--- src/rtl/prio_encoder_rr_pkg.sv ---
// prio_enc_pkg: shared constants and helpers for the priority encoder.
// Holds the MODE selector values and the output-width helper used by the
// package users (search sub-module, top level and handshake interface).
package prio_enc_pkg;

    // Values accepted by the MODE parameter of prio_encoder_rr.
    localparam int PRIO_FIXED = 0;  // highest set index wins
    localparam int PRIO_RR    = 1;  // round-robin search from a rotating pointer

    // Width of an index into an n-bit vector, never narrower than one bit.
    function automatic int clog2_min1(input int n);
        if (n <= 2) begin
            return 1;
        end
        return $clog2(n);
    endfunction

endpackage

--- src/rtl/prio_encoder_rr_if.sv ---
// prio_encoder_rr_if: request/result handshake bundle of the priority encoder.
// slave is the encoder's view, master is the producer/consumer view.
interface prio_encoder_rr_if
    import prio_enc_pkg::*;
#(
    parameter int WIDTH = 8
);
    localparam int IW = clog2_min1(WIDTH);

    logic             in_valid_i;
    logic             in_ready_o;
    logic [WIDTH-1:0] d_i;
    logic             out_valid_o;
    logic             out_ready_i;
    logic [IW-1:0]    y_o;
    logic             zero_o;

    modport slave (
        input  in_valid_i,
        input  d_i,
        input  out_ready_i,
        output in_ready_o,
        output out_valid_o,
        output y_o,
        output zero_o
    );

    modport master (
        output in_valid_i,
        output d_i,
        output out_ready_i,
        input  in_ready_o,
        input  out_valid_o,
        input  y_o,
        input  zero_o
    );

endinterface

--- src/rtl/prio_encoder_rr_search.sv ---
// prio_search: purely combinational winner search.
// Fixed mode picks the highest set bit; round-robin mode scans upward from
// start_i, wrapping at WIDTH-1, and picks the first set bit. An all-zero
// vector reports index 0 with zero_o set.
module prio_search
    import prio_enc_pkg::*;
#(
    parameter int WIDTH = 8,
    parameter int IW    = clog2_min1(WIDTH)
) (
    input  logic [WIDTH-1:0] vec_i,
    input  logic [IW-1:0]    start_i,
    input  logic             mode_i,   // 1 = round-robin, 0 = fixed
    output logic [IW-1:0]    idx_o,
    output logic             zero_o
);
    // One extra bit so start + offset never overflows before the wrap test.
    localparam int PW = IW + 1;

    logic [WIDTH-1:0] rot_vec;          // vec_i rotated so bit 0 is at start_i
    logic [IW-1:0]    pos [WIDTH];      // original index of each rotated bit

    // Build the rotated view with an explicit modulo-WIDTH wrap, so
    // non-power-of-2 widths wrap at WIDTH-1 rather than at 2**IW-1.
    for (genvar gi = 0; gi < WIDTH; gi++) begin : g_rot
        logic [PW-1:0] sum;
        assign sum         = {1'b0, start_i} + PW'(gi);
        assign pos[gi]     = (sum >= PW'(WIDTH)) ? IW'(sum - PW'(WIDTH)) : sum[IW-1:0];
        assign rot_vec[gi] = vec_i[pos[gi]];
    end

    // Pick the winner: lowest rotated bit for round-robin, highest bit otherwise.
    always_comb begin
        logic found;
        idx_o  = '0;
        zero_o = ~|vec_i;
        found  = 1'b0;
        if (mode_i) begin
            for (int i = 0; i < WIDTH; i++) begin
                if (!found && rot_vec[i]) begin
                    idx_o = pos[i];
                    found = 1'b1;
                end
            end
        end else begin
            for (int i = 0; i < WIDTH; i++) begin
                if (vec_i[i]) begin
                    idx_o = IW'(i);
                end
            end
        end
    end

endmodule

--- src/rtl/prio_encoder_rr.sv ---
// prio_encoder_rr: registered priority encoder with valid/ready handshake.
// One result register with 1-cycle latency; a drain and a new accept in the
// same cycle replace the result without a bubble. In round-robin mode a
// pointer advances past each winner so requesters are served in turn.
// Optional feature: define PRIO_ENC_MULTIHOT_CNT_EN to add multihot_cnt_o,
// a saturating count of accepted vectors with two or more bits set.
module prio_encoder_rr
    import prio_enc_pkg::*;
#(
    parameter int WIDTH = 8,
    parameter int MODE  = PRIO_FIXED,
    localparam int IW   = clog2_min1(WIDTH)
) (
    input  logic              clk_i,
    input  logic              rst_ni,
    prio_encoder_rr_if.slave  bus
`ifdef PRIO_ENC_MULTIHOT_CNT_EN
    ,
    output logic [7:0]        multihot_cnt_o
`endif
);
    logic          valid_q, valid_d;
    logic [IW-1:0] y_q, y_d;
    logic          zero_q, zero_d;
    logic [IW-1:0] ptr_q, ptr_d;

    logic          accept;
    logic [IW-1:0] win_idx;
    logic          win_zero;

    // Ready depends only on registered state and the consumer, never on in_valid_i.
    assign bus.in_ready_o  = !valid_q || bus.out_ready_i;
    assign accept          = bus.in_valid_i && bus.in_ready_o;

    assign bus.out_valid_o = valid_q;
    assign bus.y_o         = y_q;
    assign bus.zero_o      = zero_q;

    prio_search #(
        .WIDTH (WIDTH),
        .IW    (IW)
    ) u_search (
        .vec_i   (bus.d_i),
        .start_i (ptr_q),
        .mode_i  (MODE == PRIO_RR),
        .idx_o   (win_idx),
        .zero_o  (win_zero)
    );

    // Next result register and pointer: load on accept, clear on drain, else hold.
    always_comb begin
        valid_d = valid_q;
        y_d     = y_q;
        zero_d  = zero_q;
        ptr_d   = ptr_q;
        if (accept) begin
            valid_d = 1'b1;
            y_d     = win_idx;
            zero_d  = win_zero;
            if (MODE == PRIO_RR && !win_zero) begin
                ptr_d = (win_idx == IW'(WIDTH - 1)) ? '0 : win_idx + IW'(1);
            end
        end else if (bus.out_ready_i) begin
            valid_d = 1'b0;
        end
    end

    // Result register and pointer; reset discards any pending result at once.
    always_ff @(posedge clk_i or negedge rst_ni) begin
        if (!rst_ni) begin
            valid_q <= 1'b0;
            y_q     <= '0;
            zero_q  <= 1'b0;
            ptr_q   <= '0;
        end else begin
            valid_q <= valid_d;
            y_q     <= y_d;
            zero_q  <= zero_d;
            ptr_q   <= ptr_d;
        end
    end

`ifdef PRIO_ENC_MULTIHOT_CNT_EN
    logic [7:0] cnt_q, cnt_d;
    logic       multihot;

    // Two or more bits set: clearing the lowest set bit leaves something behind.
    assign multihot       = |(bus.d_i & (bus.d_i - WIDTH'(1)));
    assign multihot_cnt_o = cnt_q;

    // Saturating increment on every multihot accept.
    always_comb begin
        cnt_d = cnt_q;
        if (accept && multihot && cnt_q != 8'hFF) begin
            cnt_d = cnt_q + 8'd1;
        end
    end

    // Multihot counter register.
    always_ff @(posedge clk_i or negedge rst_ni) begin
        if (!rst_ni) begin
            cnt_q <= 8'd0;
        end else begin
            cnt_q <= cnt_d;
        end
    end
`endif

endmodule

--- src/flat_wrapper.sv ---
// flat-port wrapper written by rule: the top's interface ports become plain ports
module prio_encoder_rr_flat import prio_enc_pkg::*;
#(
    parameter int WIDTH = 8,
    parameter int MODE  = PRIO_FIXED,
    localparam int IW   = clog2_min1(WIDTH)
)
  (clk_i, rst_ni, bus_in_valid_i, bus_d_i, bus_out_ready_i, bus_in_ready_o, bus_out_valid_o, bus_y_o, bus_zero_o);
  prio_encoder_rr_if #(.WIDTH(WIDTH)) bus_i ();
  input  logic clk_i;
  input  logic rst_ni;
  input wire logic [$bits(bus_i.in_valid_i)-1:0] bus_in_valid_i;
  input wire logic [$bits(bus_i.d_i)-1:0] bus_d_i;
  input wire logic [$bits(bus_i.out_ready_i)-1:0] bus_out_ready_i;
  output wire logic [$bits(bus_i.in_ready_o)-1:0] bus_in_ready_o;
  output wire logic [$bits(bus_i.out_valid_o)-1:0] bus_out_valid_o;
  output wire logic [$bits(bus_i.y_o)-1:0] bus_y_o;
  output wire logic [$bits(bus_i.zero_o)-1:0] bus_zero_o;
  assign bus_i.in_valid_i = bus_in_valid_i;
  assign bus_i.d_i = bus_d_i;
  assign bus_i.out_ready_i = bus_out_ready_i;
  assign bus_in_ready_o = bus_i.in_ready_o;
  assign bus_out_valid_o = bus_i.out_valid_o;
  assign bus_y_o = bus_i.y_o;
  assign bus_zero_o = bus_i.zero_o;
  prio_encoder_rr #(.WIDTH(WIDTH), .MODE(MODE)) u_core (.clk_i(clk_i), .rst_ni(rst_ni), .bus(bus_i));
endmodule
--- config.mk ---
export PLATFORM = sky130hd
export DESIGN_NAME = prio_encoder_rr_flat
export DESIGN_NICKNAME = d
export VERILOG_FILES = /design/src/rtl/prio_encoder_rr_pkg.sv /design/src/rtl/prio_encoder_rr_if.sv /design/src/rtl/prio_encoder_rr_search.sv /design/src/rtl/prio_encoder_rr.sv /design/src/flat_wrapper.sv
export SDC_FILE = /design/constraint.sdc
export NUM_CORES = 1
export LEC_CHECK = 0
export CORE_MARGIN = 2
export CORE_UTILIZATION = 68
export DETAILED_ROUTE_END_ITERATION = 8
export DONT_BUFFER_PORTS = 1
export PLACE_DENSITY = 0.84
export SLEW_MARGIN = 25
export SYNTH_ARGS = -nofsm -noshare
export SYNTH_HDL_FRONTEND = slang
export SYNTH_HIERARCHICAL = 1
export SYNTH_SLANG_ARGS = --single-unit
--- constraint.sdc ---
create_clock -name clk_i -period 2.7 [get_ports clk_i]
set_input_delay 0.135 -clock clk_i [delete_from_list [all_inputs] [get_ports clk_i]]
set_output_delay 0.135 -clock clk_i [all_outputs]
set_load 0.01 [all_outputs]
# [Word level (Yosys, flattened, before mapping)]
# Index checks and enable logic that the tools add are counted.
[word_totals] reg_bits=5 word_cells=18
[op_classes] mux=9 reduce_logical=6
[ops] op="3-bit two-way mux" n=6
[ops] op="8-bit OR reduction" n=1
[ops] op="1-bit two-way mux" n=3
[ops] op="1-bit logical NOT" n=2
[ops] op="2-bit nonzero test" n=1
[ops] op="1-bit logical AND" n=1
[ops] op="1-bit logical OR" n=1

# [Depth between registers and ports, before layout]
[logic_depth] ltp_word=7 depth_mapped=11 ltp_nobuf=9

# [Hierarchy]
# Netlist, hierarchy kept.
[by_module_without_submodules] mod="prio_search" n_inst=1 cells_each=109 area_per_inst_um2=1042.2 seq_area_each_um2=0.0
[by_module_without_submodules] mod="prio_encoder_rr" n_inst=1 cells_each=13 area_per_inst_um2=221.5 seq_area_each_um2=125.1

# [Least setup slack after synthesis]
# OpenSTA, ideal clock, no wires.
[synth_path] path_kind="input port to flip-flop" start="input port bus_d_i[6]" end="register u_core.y_q[2] (netlist: u_core/bus.y_o[2])" setup_ns=0.125 arrival_time_ns=0.954 required_time_ns=2.575 setup_slack_ns=1.620 path_stages=5 cell_sequence="buf_4 nor2_1 a21oi_1 a221o_1 mux2_4"
[synth_between] elab_chain_cells=2
[synth_rtl] element="start, declared" line="flat_wrapper.sv:13" text="input wire logic [$bits(bus_i.d_i)-1:0] bus_d_i;"
[synth_rtl] element="3-bit two-way mux (2 in series)" line="prio_encoder_rr_search.sv:47" text="if (vec_i[i]) begin"
[synth_rtl] element="via u_core.win_idx[2]" line="prio_encoder_rr.sv:28" text="logic [IW-1:0] win_idx;"
[synth_rtl] element="end signal, assigned" line="prio_encoder_rr.sv:77" text="y_q <= y_d;"
[synth_rtl] element="end, declared" line="prio_encoder_rr.sv:23" text="logic [IW-1:0] y_q, y_d;"
# The timed path passes the listed nets, and every way through them passes these cells.
# A chain may end at the register's enable or synchronous reset.

# [Final worst setup path]
[layout_path] start="register u_core.valid_q (netlist: u_core/bus.out_valid_o)" end="register u_core.y_q[2] (netlist: u_core/bus.y_o[2])"
[layout_between] elab_chain_cells=3
[layout_rtl] element="start, declared" line="prio_encoder_rr.sv:22" text="logic valid_q, valid_d;"
[layout_rtl] element="start signal, assigned" line="prio_encoder_rr.sv:76" text="valid_q <= valid_d;"
[layout_rtl] element="1-bit logical NOT" line="prio_encoder_rr.sv:32" text="assign bus.in_ready_o = !valid_q || bus.out_ready_i;"
[layout_rtl] element="1-bit logical OR" line="prio_encoder_rr.sv:32"
[layout_rtl] element="via bus_in_ready_o" line="flat_wrapper.sv:15" text="output wire logic [$bits(bus_i.in_ready_o)-1:0] bus_in_ready_o;"
[layout_rtl] element="1-bit logical AND" line="prio_encoder_rr.sv:33" text="assign accept = bus.in_valid_i && bus.in_ready_o;"
# The timed path passes the listed nets, and every way through them passes these cells.

==> qor.yml <==
status: "finished clean"
synthDistinctLibCells: 53
cp_cell_sequence: "nand2b_4 > nand2_4 > mux2_4"
cts_resized: 0
crit_start: "u_core/bus.out_valid_o$_DFFE_PN0P_"
irDropWorstVdd_mv: 0.168
cts_root_buf: "clkbuf_4"
p_int_w: 0.000277
ys_seq_elements: 5
synth_edf_count: 0
globalplace.congestion: 0.936
start_kind: "register"
yosys.area.top_type: "mux4_1"
cap_violations: 0
layout_setup_ws_ns: 1.63
stdcell_count: 163
grt_usage: 0.285
worstHoldEndpoint: "u_core/bus.y_o[1]$_DFFE_PN0P_"
finalSetupViolCount: 0
post_cts_buffers: 0
drtIter0Drc: 51
hold_buffers: 2
area_growth_pct: 6.14
hp-class: "in2reg"
grt_pass1_vias: 980
gr-total-overflow: 0
pwr_density_cell_nw_per_um2: 348
fmax_mhz: 939
min_from: "bus_in_valid_i"
drcViolationCount: 0
drv_slew: 0
async_flop_share: 1.00
dp.cells: 157
cp.arrival_ns: 1.20
vias_per_cell: 6.77
cpPeakStageDelay_ns: 0.43
rsz0062_at_grt: "false"
syn_inst: 122
power_switching_share: 0.408
drt_first_pass_iters: 5
core-area_um2: 1750
required_ns: 2.83
cts_tree: "built"
grt_max_degree: 11
final_nets: 153
min_period_over_period: 0.395
insertion_delay_ns: 0.25
ys.flop_type: "dfrtp_1"
ys_warn_count: 6
final_util: 0.768
place_hpwl_um: 2170
regArea_um2: 125
antenna_found_initial: 0
clk_path_buf_depth: 2
cts_max_level: 1
clk_pin_slew_ns: 0.05
diodes: 0
rows: 15
pin_count: 18
cp_top_family: "flip-flops"
synth_top_area_frac: 0.125
finalSetupTns_ns: 0
rr_worst_depth: 3
power_frac_comb: 0.587
grt_pass1_wl_um: 4420
pwr-share-clk: 0.195
nFillCells: 131
syn_area_per_cell_um2: 10.4
synthTopCellsByArea: "mux4_1 12%, mux4_2 12%, dfrtp_1 9.9%, mux2i_1 7.9%, mux2_4 5.9%"
fp.dieH_um: 47.1
wl_um: 2840
cts_buffers: 3
multiInputGateArea_um2: 1110
p_seq_frac: 0.218
ys_seq_area_frac: 0.0990
clock_sinks: 5
power_leakage_nw: 0.552
initial_core_util: 0.724
crit_fanout: 4
hold_depth: 2
place_ws_ns: 1.64
cp_num_buf_inv: 0
syn_area_um2: 1260
min_period_ns: 1.07
timing.rr.start: "u_core/bus.out_valid_o$_DFFE_PN0P_"
power.switching_w: 0.000190
ant_nets: 0
worst_path_max_delay_cell: "dfrtp_1"
portBuffers: 0
critPathKind: "reg2reg"
skew_ns: 0.00336
drive_gt1_frac: 0.188
vias: 1103
rrSetupSlack_ns: 1.63
r2r_end: "u_core/bus.y_o[2]$_DFFE_PN0P_"
die_area_um2: 2220
wl_per_cell_um: 17.4
die_x_um: 47.1
finalHoldViolCount: 0
cp-end-kind: "register"
worst max path at each step:
stage / endpoint / slack [ns] / depth (start not counted)
2_1_floorplan: u_core/bus.y_o[2]$_DFFE_PN0P_ / 1.62 / 5
3_3_place_gp: u_core/bus.y_o[0]$_DFFE_PN0P_ / 1.65 / 7
3_5_place_dp: u_core/bus.y_o[1]$_DFFE_PN0P_ / 1.64 / 3
4_1_cts: u_core/bus.y_o[2]$_DFFE_PN0P_ / 1.63 / 3
5_1_grt: u_core/bus.y_o[2]$_DFFE_PN0P_ / 1.58 / 3
6_report: u_core/bus.y_o[2]$_DFFE_PN0P_ / 1.63 / 3
power by group through the flow:
stage	registers (W)	logic, W	clock network (W)
floorplan	0.000100	0.000238	0
global placement	0.000102	0.000251	0
detailed placement	0.000103	0.000255	0
CTS	0.000102	0.000260	0.0000949
global route	0.000103	0.000294	0.000100
finish	0.000102	0.000274	0.0000913
cells by family (layout without fill, tap and decap cells):
group                    count (synthesis)  count (layout)  share of synthesized area
AO/OA/AOI/OAI                           37              37                      0.218
XOR/XNOR                                 3               3                     0.0208
adder cells (fa/ha/maj)                  2               2                     0.0198
buffers and inverters                   14              14                     0.0713
flip-flops                               5               5                     0.0990
multiplexers                            30              30                      0.415
other                                    1              17                    0.00297
AND/OR/NAND/NOR                         30              30                      0.153
metal layers:
metal  vias to the layer above  GRT usage  wire length [um]
met5                         -          0                 0
met2                        56      0.477              1480
met1                       530      0.356              1110
met4                         0      0.128                51
met3                         4     0.0577               205
li1                        513          -                 -
cells in the mapped netlist, types with 2 or more instances:
library cell   n
o21ai_0        6
o221ai_1       2
mux4_2         7
or2_2          2
mux4_1         6
buf_6          3
nor2_1         8
mux2i_1       10
nor4_1         2
o211ai_1       2
dfrtp_1        5
a21oi_1       10
nand2b_4       2
a31oi_1        2
nand3_1        3
nand2b_1       3
mux2_4         5
ha_1           2
inv_1          7
xor2_1         2
flip-flops by register name, indices dropped and copies added, names as in the netlist:
name                    cells
u_core/bus.out_valid_o      1
u_core/bus.y_o              3
u_core/bus.zero_o           1
cell type report:
class                      instances  area share
timing repair buffer               2      0.0149
tap                               25      0.0233
clock buffer                       4      0.0196
sequential                         5      0.0933
multi-input combinational        119       0.826
inverter                           8      0.0224
cells in the final DEF, fill, tap and decap left out, types with 2 or more instances in the layout:
| cell type | n |
|---|---|
| conb_1 | 17 |
| mux2i_1 | 10 |
| a21oi_1 | 10 |
| nor2_1 | 8 |
| inv_1 | 7 |
| mux4_2 | 7 |
| mux4_1 | 6 |
| o21ai_0 | 6 |
| mux2_4 | 5 |
| dfrtp_1 | 5 |
| clkbuf_4 | 3 |
| nand3_1 | 3 |
| nand2b_1 | 3 |
| nand2b_4 | 2 |
| dlygate4sd3_1 | 2 |
| xor2_1 | 2 |
| or2_2 | 2 |
| o211ai_1 | 2 |
| a31oi_1 | 2 |
| nor4_1 | 2 |
| o221ai_1 | 2 |
| ha_1 | 2 |
stage by stage:
stage               hold slack [ns]  power, W  instance area (um2)
floorplan                    -0.161  0.000339                 1320
global placement             -0.161  0.000353                 1290
detailed placement           -0.160  0.000358                 1290
CTS                           0.137  0.000456                 1340
global route                  0.142  0.000498                 1340
finish                        0.141  0.000467                 1340
Note: power is estimated with default switching activity, not from simulation.
